## config.mk

```make
export PLATFORM = sky130hd
export DESIGN_NAME = clic_nest_ctrl
export DESIGN_NICKNAME = d
export VERILOG_FILES = /design/src/rtl/clic_nest_ctrl.sv
export SDC_FILE = /design/constraint.sdc
export NUM_CORES = 1
export LEC_CHECK = 0
export BUFFER_PORTS_ARGS = -buffer_cell sky130_fd_sc_hd__buf_2
export CORE_MARGIN = 4
export CORE_UTILIZATION = 56
export CTS_BUF_LIST = sky130_fd_sc_hd__clkbuf_8 sky130_fd_sc_hd__clkbuf_16
export DETAILED_ROUTE_END_ITERATION = 10
export HOLD_SLACK_MARGIN = 0.06
export PLACE_DENSITY_LB_ADDON = 0.1
export SLEW_MARGIN = 20
export SYNTH_ARGS = -nofsm -noshare
export SYNTH_HDL_FRONTEND = slang
export SYNTH_SLANG_ARGS = --single-unit
```

## constraint.sdc

```tcl
create_clock -name clk_i -period 2.3 [get_ports clk_i]
set_input_delay 0.23 -clock clk_i [delete_from_list [all_inputs] [get_ports clk_i]]
set_output_delay 0.23 -clock clk_i [all_outputs]
set_load 0.1 [all_outputs]
```

## src/rtl/clic_nest_ctrl.sv

```systemverilog
// CLIC interrupt nesting controller: accepts eligible CLIC requests, drains the
// pipeline, acknowledges, and tracks preempted contexts on a LIFO level stack.
module clic_nest_ctrl #(
    parameter  int N_SOURCE     = 256,
    parameter  int NEST_DEPTH   = 4,
    parameter  int DRAIN_CYCLES = 3,
    localparam int SRC_W        = $clog2(N_SOURCE),
    localparam int DEP_W        = $clog2(NEST_DEPTH + 1)
) (
    input  logic             clk_i,
    input  logic             rst_i,
    input  logic             clic_irq_valid_i,
    output logic             clic_irq_ready_o,
    input  logic [SRC_W-1:0] clic_irq_id_i,
    input  logic [7:0]       clic_irq_level_i,
    input  logic             clic_irq_shv_i,
    input  logic [1:0]       clic_irq_priv_i,
    input  logic             irq_en_i,
    input  logic [7:0]       threshold_i,
    input  logic             mret_i,
    output logic             flush_o,
    output logic             take_o,
    output logic [SRC_W-1:0] take_id_o,
    output logic             take_shv_o,
    output logic [1:0]       take_priv_o,
    output logic [7:0]       cur_level_o,
    output logic [1:0]       cur_priv_o,
    output logic [DEP_W-1:0] depth_o,
    output logic             err_o
);

    localparam int CNT_W = (DRAIN_CYCLES > 1) ? $clog2(DRAIN_CYCLES) : 1;
    localparam int IDX_W = (NEST_DEPTH > 1) ? $clog2(NEST_DEPTH) : 1;
    localparam logic [DEP_W-1:0] DEPTH_MAX = DEP_W'(NEST_DEPTH);
    localparam logic [CNT_W-1:0] CNT_INIT  = CNT_W'((DRAIN_CYCLES > 0) ? DRAIN_CYCLES - 1 : 0);

    typedef enum logic [1:0] {IDLE, DRAIN, ACK} state_t;

    state_t           state;
    logic [CNT_W-1:0] drain_cnt;
    logic [7:0]       lat_level;
    logic             ret_pending;
    logic [9:0]       stack [NEST_DEPTH];

    logic [DEP_W-1:0] depth_m1;
    logic [9:0]       top_entry;
    logic             eligible;
    logic             can_pop;
    logic             pop_req;

    assign depth_m1  = depth_o - DEP_W'(1);
    assign top_entry = stack[depth_m1[IDX_W-1:0]];
    assign can_pop   = (depth_o != '0);

    assign eligible = clic_irq_valid_i & irq_en_i
                    & (clic_irq_level_i > cur_level_o)
                    & (clic_irq_level_i > threshold_i)
                    & (depth_o < DEPTH_MAX);

    // A handler return deferred from ACK is serviced first, ahead of both a new mret and any accept.
    assign pop_req = ((state == IDLE) & (ret_pending | mret_i))
                   | ((state == DRAIN) & mret_i);

    // Stack contents need no reset; only depth_o says which entries are live.
    always_ff @(posedge clk_i) begin
        if (state == ACK) begin
            stack[depth_o[IDX_W-1:0]] <= {cur_level_o, cur_priv_o};
        end
    end

    always_ff @(posedge clk_i or posedge rst_i) begin
        if (rst_i) begin
            state            <= IDLE;
            drain_cnt        <= '0;
            lat_level        <= '0;
            ret_pending      <= 1'b0;
            clic_irq_ready_o <= 1'b0;
            take_o           <= 1'b0;
            flush_o          <= 1'b0;
            take_id_o        <= '0;
            take_shv_o       <= 1'b0;
            take_priv_o      <= '0;
            cur_level_o      <= '0;
            cur_priv_o       <= 2'b11;
            depth_o          <= '0;
            err_o            <= 1'b0;
        end else begin
            if (pop_req) begin
                if (can_pop) begin
                    cur_level_o <= top_entry[9:2];
                    cur_priv_o  <= top_entry[1:0];
                    depth_o     <= depth_m1;
                end else begin
                    err_o <= 1'b1;
                end
            end

            case (state)
                IDLE: begin
                    if (ret_pending) begin
                        ret_pending <= 1'b0;
                    end else if (!mret_i && eligible) begin
                        take_id_o   <= clic_irq_id_i;
                        take_shv_o  <= clic_irq_shv_i;
                        take_priv_o <= clic_irq_priv_i;
                        lat_level   <= clic_irq_level_i;
                        if (DRAIN_CYCLES == 0) begin
                            state            <= ACK;
                            clic_irq_ready_o <= 1'b1;
                            take_o           <= 1'b1;
                        end else begin
                            state     <= DRAIN;
                            drain_cnt <= CNT_INIT;
                            flush_o   <= 1'b1;
                        end
                    end
                end
                DRAIN: begin
                    if (mret_i || !eligible) begin
                        state   <= IDLE;
                        flush_o <= 1'b0;
                    end else if (drain_cnt == '0) begin
                        state            <= ACK;
                        flush_o          <= 1'b0;
                        clic_irq_ready_o <= 1'b1;
                        take_o           <= 1'b1;
                    end else begin
                        drain_cnt <= drain_cnt - CNT_W'(1);
                    end
                end
                ACK: begin
                    state            <= IDLE;
                    clic_irq_ready_o <= 1'b0;
                    take_o           <= 1'b0;
                    cur_level_o      <= lat_level;
                    cur_priv_o       <= take_priv_o;
                    depth_o          <= depth_o + DEP_W'(1);
                    if (mret_i) begin
                        ret_pending <= 1'b1;
                    end
                end
                default: begin
                    state            <= IDLE;
                    clic_irq_ready_o <= 1'b0;
                    take_o           <= 1'b0;
                    flush_o          <= 1'b0;
                end
            endcase
        end
    end

endmodule

```

==> flow_summary.ini, run 1 <==
[sta]
period_share_pct = 94.6
hold_viol = 0
worstMarginPinSlew_ns = 0.528
min_period_ns = 2.17
finalMaxSlewViolations = 0
setup_viol = 0
whs_ns = 0.109
worst_clock_skew_ns = 0.0120
rsz0062_at_grt = no
tns_ns = 0
slew_headroom_pct = 64.8
fmax_mhz = 460

[final_layout]
fin_nets = 379
antenna_cells = 0
final_core_util_pct = 68.6
nFillCells = 475
areaGrowthSynthToFinish_pct = 18.7
drive_gt1_share_pct = 42.1
postLayoutCellArea_mm2 = 0.00438

[worst_setup_path]
slowest_stage = dfrtp_4
crit_family = flip-flops
critPathMaxFanout = 20
cp-start-kind = flop
slowest_delay_ns = 0.52
crit_buf_inv = 2
crit_type = flop to flop
critical_path_arrival_ns = 2.40
path_cells = inv_1 > ha_1 > nand4_1 > o221ai_2 > nor3_2 > buf_12 > mux2_2
end_kind = flop
critPathRequiredTime_ns = 2.53

[route]
via_per_inst = 5.53
totalWireLength_um = 6950
drtIter0Drc = 149
ant_nets = 0
vias = 2250
wl_per_cell_um = 17.1
dr.pass1.iters = 4
drc_errors = 0

[synthesis]
ys_types = 44
synth_seq_cells = 80
synth_edf_count = 40
ys.flop_type = edfxtp_1
syn_area_mm2 = 0.00369
synth_area_leaders = edfxtp_1, dfrtp_1, ha_1
syn_nets = 308
yosys.area.top_type = edfxtp_1
synth_area_per_cell_um2 = 14.5
yosys.area.top_type_share_pct = 32.5
yosysWarnings = 0
yosysSeqAreaShare_pct = 59.7
async_flop_share_pct = 50.0
syn_inst = 254

[floorplan]
die-area_mm2 = 0.00796
die_w_um = 89.2
die_y_um = 89.2
rows = 29
boundaryPins = 60
start_util_pct = 57.8
fp.coreArea_mm2 = 0.00639

[clock_tree]
numCtsBuffers = 9
clk_latency_ns = 0.35
cts.repair.resized = 0
cts_tree = built
cts_buffer_depth = 2
cts_sinks = 80
clkTransAtPathRegs_ns = 0.08
root_buffer = clkbuf_8
htree_levels = 3

[place]
gp_congestion = 0.782
place_area_mm2 = 0.00415
dp.final_hpwl_um = 4910
io_buffers = 59

[grt]
grtUsageTotal_pct = 19.1
antenna_found_initial = 0
grt_pass1_vias = 2210
grt_overflow = 0
grt_pass1_wl_um = 11100
grt_max_degree = 41

[run]
drv_cap = 0

[min_path]
hold_class = input pin to flop

[status]
outcome = finished clean
[what timing repair did]
action	4_1_cts	5_1_grt
hold endpoints to repair	38	0
hold buffers	1	0
setup endpoints to repair	0	8
setup buffers	0	0
[per-layer routing]
metal	up-vias	routed length [um]	global-route usage, %
met5	-	0	0
li1	1072	-	-
met3	9	321	5.16
met2	58	3350	28.6
met4	0	91	7.85
met1	1111	3180	26.5
[kinds of logic (layout without fill, tap and decap cells)]
kind of cell | after synthesis | after routing | share of synthesized area [%]
and+or+nand+nor | 45 | 45 | 6.91
DFF | 80 | 80 | 59.7
muxes | 39 | 39 | 14.9
AOI/OAI and AO/OA | 34 | 34 | 6.64
buffers and inverters | 32 | 108 | 3.93
xor gates and xnor gates | 2 | 2 | 0.474
adders and majority gates | 22 | 22 | 7.45
[sequential cells by signal (all words and copies together) (netlist names)]
| register | flops |
|---|---|
| stack | 40 |
| cur_level_o | 8 |
| lat_level | 8 |
| take_id_o | 8 |
| depth_o | 3 |
| cur_priv_o | 2 |
| drain_cnt | 2 |
| state | 2 |
| take_priv_o | 2 |
| err_o | 1 |
| flush_o | 1 |
| ret_pending | 1 |
| take_o | 1 |
| take_shv_o | 1 |
[worst paths after layout]
check                            startpoint        endpoint  slack, ns  cells after the start
max                          cur_level_o[7]    lat_level[7]       0.13                      7
max in group asynchronous             rst_i  cur_level_o[5]       1.34                      4
min reg2reg                           err_o           err_o       0.47                      1
max reg2reg                  cur_level_o[7]    lat_level[7]       0.13                      7
min in group asynchronous             rst_i    take_id_o[1]       0.55                      4
min                        clic_irq_id_i[0]    take_id_o[0]       0.11                      2
[worst register-to-register path, cell delays in order (launching register included)]
cell	delay, ns
dfrtp_4	0.52
inv_1	0.09
ha_1	0.26
nand4_1	0.17
o221ai_2	0.20
nor3_2	0.27
buf_12	0.21
mux2_2	0.34
[synthesized netlist by cell type (3+ instances only)]
cell / number
nand4_1: 4
a21oi_1: 8
edfxtp_1: 40
nand2_1: 15
nor2b_1: 5
mux2_4: 3
ha_1: 22
o21ai_0: 11
clkbuf_1: 5
mux4_2: 10
inv_1: 21
mux2i_1: 10
and2_1: 4
nor2_1: 4
dfrtp_1: 38
mux2_2: 16
[metrics by stage]
| step | setup slack, ns | std cells |
|---|---|---|
| 2_1_floorplan | 0.00323 | 254 |
| 3_3_place_gp | 0.141 | 390 |
| 3_5_place_dp | 0.0984 | 390 |
| 4_1_cts | 0.0835 | 407 |
| 5_1_grt | 0.0319 | 407 |
| 6_report | 0.125 | 407 |
[cell type report]
type,instances,area [um^2],share of cell area [%]
clock buffers,9,124,2.83
clock inverters,7,103,2.34
inverters,21,78.8,1.80
multi-input cells,142,1340,30.7
flip-flops and latches,80,2240,51.0
well taps,77,96.3,2.20
repair buffers,71,400,9.14
[cells in the final DEF (no fill, tap or decap), drive strengths merged, types with 10 or more instances in the layout]
cell and instances:
buf 70, edfxtp 40, dfrtp 38, inv 24
ha 22, mux2 19, nand2 15, o21ai 11
mux4 10, mux2i 10, a21oi 10
Power of run 1 is left out: the tool's default activity adds up to more than one toggle a clock period on the data nets, which glitch-free logic cannot reach.
==> run 2: changes to the inputs <==
- CELL_PAD_IN_SITES_DETAIL_PLACEMENT: unset -> 0
- CELL_PAD_IN_SITES_GLOBAL_PLACEMENT: unset -> 1
- CORE_UTILIZATION: 56 -> 46
==> flow_summary.ini, run 2 (synthesis results as in run 1) <==
[final_layout]
areaGrowthSynthToFinish_pct = 22.9
final_core_util_pct = 58.4
antenna_cells = 0
nFillCells = 655
mostFrequentLayoutCells = buf_2, edfxtp_1, dfrtp_1
layout.cells.non_filler = 445
layout_commonest_cell = buf_2
fin_nets = 392
largest_register_ffs = 40
drive_gt1_share_pct = 44.9

[grt]
grt_pass1_vias = 2329
grtUsageTotal_pct = 16.8
grt_max_degree = 19
grt_pass1_wl_um = 12400
antenna_found_initial = 0
grt_overflow = 0

[sta]
rsz0062_at_grt = yes
setup_viol = 0
worst_clock_skew_ns = 0.00780
slew_headroom_pct = 62.2
period_share_pct = 98.4
finalMaxSlewViolations = 0
min_period_ns = 2.26
hold_viol = 0
worstMarginPinSlew_ns = 0.568
fmax_mhz = 442

[floorplan]
rows = 32
die_w_um = 97.6
fp.coreArea_mm2 = 0.00777
die-area_mm2 = 0.00953
boundaryPins = 60
die_y_um = 97.6
start_util_pct = 47.6

[worst_setup_path]
r2r_slack_ns = 0.04
path_cells = inv_1 > ha_1 > nand4_1 > a21oi_2 > a211oi_4 > nor3_4 > clkbuf_16 > mux2_2
cp-start-kind = flop
timing.rr.end = lat_level[2]
r2r-start = cur_level_o[7]
end_kind = flop
critPathRequiredTime_ns = 2.55
critPathMaxFanout = 7
crit_type = flop to flop
critical_path_arrival_ns = 2.51
reg2regPathDepth = 8
slowest_stage = dfrtp_4
slowest_delay_ns = 0.45

[route]
via_per_inst = 5.05
drc_errors = 0
dr.pass1.iters = 4
drtIter0Drc = 86
totalWireLength_um = 7640
vias = 2249
ant_nets = 0
wl_per_cell_um = 17.2

[clock_tree]
numCtsBuffers = 9
htree_levels = 3
clk_latency_ns = 0.35
clkTransAtPathRegs_ns = 0.09
cts_buffer_depth = 2
root_buffer = clkbuf_8
cts_tree = built
cts_sinks = 80

[power]
combPwrFrac_pct = 51.0
pwr-share-clk_pct = 16.2
intPower_w = 0.00346
seq_power_share_pct = 32.9
p_switching_w = 0.00328
ir_drop_mv = 0.823
pwr_density_cell_mw_per_mm2 = 1490
swShare_pct = 48.6
leakagePower_nw = 1.95

[min_path]
min_to = take_id_o[0]
min_from = clic_irq_id_i[0]
hold_class = input pin to flop
min_path_cells = 2

[place]
place_inst = 421
dp.final_hpwl_um = 5360
gp_congestion = 0.738
io_buffers = 59

[run]
drv_cap = 0

[status]
outcome = finished clean
==> run 2: final cells by class <==
class                           count  area (um^2)  area share (%)
Clock buffer                        9          124            2.73
Clock inverter                      7         82.6            1.82
Inverter                           21         78.8            1.74
Multi-Input combinational cell    142         1370            30.2
Sequential cell                    80         2240            49.3
Tap cell                          102          128            2.81
Timing Repair Buffer               84          519            11.4
==> run 2: critical path: cells and delay by family, from the launching register on <==
family,cells,cell delay [ns]
AOI/OAI and AO/OA,2,0.29
adders and majority gates,1,0.33
buffers and inverters,2,0.29
DFF,1,0.45
muxes,1,0.33
and+or+nand+nor,2,0.47
==> run 2: layer usage <==
| metal | global-route usage (%) | up-vias | wire length [um] |
|---|---|---|---|
| met2 | 26.0 | 52 | 3610 |
| met1 | 22.9 | 1090 | 3590 |
| met3 | 5.10 | 8 | 350 |
| li1 | - | 1099 | - |
| met4 | 4.79 | 0 | 91 |
| met5 | 0 | - | 0 |
==> run 2: metrics by stage <==
stage                     worst slack [ns]  total power [W]  TNS, ns  hold WS (ns)  cell area, um^2
after global routing               -0.0364          0.00708   -0.414        0.0757             4540
after CTS                           0.0264          0.00668        0        0.0885             4440
after detailed placement            0.0386          0.00558        0         0.227             4220
after floorplan                    0.00323          0.00490        0         0.378             3730
final                               0.0362          0.00674        0        0.0996             4540
after global placement              0.0784          0.00556        0         0.229             4220
==> run 2: worst max-delay path by stage <==
stage / to / depth (start not counted) / slack [ns] / start
floorplan: cur_level_o[0] / 7 / 0.003 / depth_o[0]
detailed placement: take_id_o[5] / 9 / 0.04 / cur_level_o[1]
finish: lat_level[2] / 8 / 0.04 / cur_level_o[7]
global route: take_id_o[1] / 8 / -0.04 / cur_level_o[7]
CTS: take_id_o[3] / 8 / 0.03 / cur_level_o[7]
global placement: take_id_o[5] / 9 / 0.08 / cur_level_o[1]
==> run 2: power groups by stage <==
stage,sequential [W],clock [W],combinational (W)
after global placement,0.00225,0,0.00331
after floorplan,0.00388,0,0.00101
after detailed placement,0.00226,0,0.00332
final,0.00222,0.00109,0.00344
after CTS,0.00223,0.00112,0.00333
after global routing,0.00227,0.00119,0.00362
==> run 2: repair_timing <==
| action | in CTS | in global routing |
|---|---|---|
| endpoints found under the setup margin | 0 | 20 |
| buffers inserted | 0 | 6 |
| hold buffers | 1 | 0 |
| endpoints found under the hold margin | 12 | 0 |
| resized for setup | 0 | 4 |
Note: power is estimated with default switching activity, not from simulation.
==> run 3: changes to the inputs <==
- BUFFER_PORTS_ARGS: -buffer_cell sky130_fd_sc_hd__buf_2 -> unset
- CORE_UTILIZATION: 46 -> 52
- DONT_BUFFER_PORTS: unset -> 1
==> flow_summary.ini, run 3 (synthesis results as in run 1) <==
[sta]
worst_clock_skew_ns = 0.0133
period_share_pct = 95.7
hold_viol = 0
finalMaxSlewViolations = 0
slew_headroom_pct = 35.2
worstMarginPinSlew_ns = 0.973
rsz0062_at_grt = no
setup_viol = 0
min_period_ns = 2.20
fmax_mhz = 455
whs_ns = 0.138

[place]
place_inst = 365
gp_congestion = 0.825
dp.final_hpwl_um = 4840
place_area_mm2 = 0.00398
io_buffers = 0

[clock_tree]
cts_sinks = 80
cts_buffer_depth = 2
root_buffer = clkbuf_8
numCtsBuffers = 9
cts_tree = built
clk_latency_ns = 0.36
htree_levels = 3
clkTransAtPathRegs_ns = 0.09

[final_layout]
postLayoutCellArea_mm2 = 0.00456
drive_gt1_share_pct = 35.0
layout_commonest_cell = edfxtp_1
fin_nets = 363
multi_input_area_mm2 = 0.00144
mostFrequentLayoutCells = edfxtp_1, buf_4, dfrtp_1
antenna_cells = 0
final_core_util_pct = 66.7
largest_register_ffs = 40
nFillCells = 505
seqCellArea_mm2 = 0.00224
layout.cells.non_filler = 410
areaGrowthSynthToFinish_pct = 23.3

[min_path]
min_from = mret_i
min_path_cells = 3
min_to = err_o
hold_class = input pin to flop

[worst_setup_path]
critPathRequiredTime_ns = 2.54
path_cells = inv_2 > ha_4 > nor2b_1 > o211ai_1 > a21oi_2 > a211oi_4 > buf_4 > nor3_4 > buf_12 > mux2_4
r2r-start = cur_level_o[1]
slowest_delay_ns = 0.49
path_depth = 10
slowest_stage = dfrtp_4
cp-start-kind = flop
r2r_slack_ns = 0.1
crit_family = compound AO/OA/AOI/OAI gates
timing.rr.end = lat_level[4]
end_kind = flop
crit_type = flop to flop
crit_buf_inv = 3
critPathMaxFanout = 10
critical_path_arrival_ns = 2.44
reg2regPathDepth = 10

[power]
pwr_density_cell_mw_per_mm2 = 1470
power_w = 0.00669
ir_drop_mv = 1.07
leakagePower_nw = 1.83

[floorplan]
die_w_um = 92.3
die_y_um = 92.3
die-area_mm2 = 0.00852
start_util_pct = 54.1
boundaryPins = 60
rows = 30
fp.coreArea_mm2 = 0.00683

[grt]
antenna_found_initial = 0
grt_overflow = 0
grt_pass1_wl_um = 12300
grt_pass1_vias = 2291
grt_max_degree = 41
grtUsageTotal_pct = 19.3

[run]
drv_cap = 0

[route]
vias = 2197
wl_per_cell_um = 18.4
via_per_inst = 5.36
ant_nets = 0
dr.pass1.iters = 7
drtIter0Drc = 86
totalWireLength_um = 7540
drc_errors = 0

[status]
outcome = finished clean
==> run 3: changes by cell type in the layout (fill, tap and decap cells not counted), sizes merged <==
cell / delta
buf: -48
clkbuf: -1
dlygate4sd3: +19
nor3: +1
==> run 3: worst min-delay path, delay by kind of cell <==
| kind | cells | cell delay, ns |
|---|---|---|
| compound gates | 1 | 0.11 |
| simple gates | 2 | 0.12 |
==> run 3: stage by stage <==
| stage | TNS, ns | setup slack (ns) |
|---|---|---|
| 6_report | 0 | 0.0998 |
| 2_1_floorplan | 0 | 0.00323 |
| 4_1_cts | 0 | 0.00944 |
| 3_5_place_dp | -4.84 | -0.287 |
| 3_3_place_gp | -4.03 | -0.224 |
| 5_1_grt | 0 | 0.0188 |
==> run 3: timing repair <==
| action | in CTS | in global routing |
|---|---|---|
| buffers inserted | 0 | 10 |
| cloned | 1 | 0 |
| endpoints found under the hold margin | 57 | 0 |
| pin swaps | 2 | 7 |
| gates resized for setup | 1 | 7 |
| endpoints found under the setup margin | 19 | 21 |
| hold buffers | 20 | 0 |
==> run 3: area by class of cell <==
type | count | share of cell area, %
tap | 96 | 2.64
clock inverter | 7 | 1.81
timing repair buffer | 54 | 10.4
sequential | 80 | 49.1
multi-input combinational | 143 | 31.6
clock buffer | 9 | 2.72
inverter | 21 | 1.73
==> run 3: where the power goes <==
group          leakage, nW  switching, W  internal (W)
logic                0.898       0.00164      0.000937
registers            0.838       0.00107       0.00196
clock network       0.0988      0.000562      0.000520
==> run 3: worst max path at each step <==
| stage | startpoint | endpoint | slack [ns] |
|---|---|---|---|
| after floorplan | depth_o[0] | cur_level_o[0] | 0.003 |
| after global placement | cur_level_o[1] | take_priv_o[1] | -0.22 |
| after detailed placement | cur_level_o[1] | take_priv_o[1] | -0.29 |
| after CTS | cur_level_o[7] | lat_level[6] | 0.009 |
| after global routing | cur_level_o[1] | drain_cnt[1] | 0.02 |
| final | cur_level_o[1] | lat_level[4] | 0.1 |
==> run 3: routing by layer <==
layer	vias up	global-route usage, %	routed length, um
met5	-	0	0
met4	0	6.68	82
met3	6	5.74	393
met2	51	29.9	3630
met1	1100	26.1	3430
li1	1040	-	-
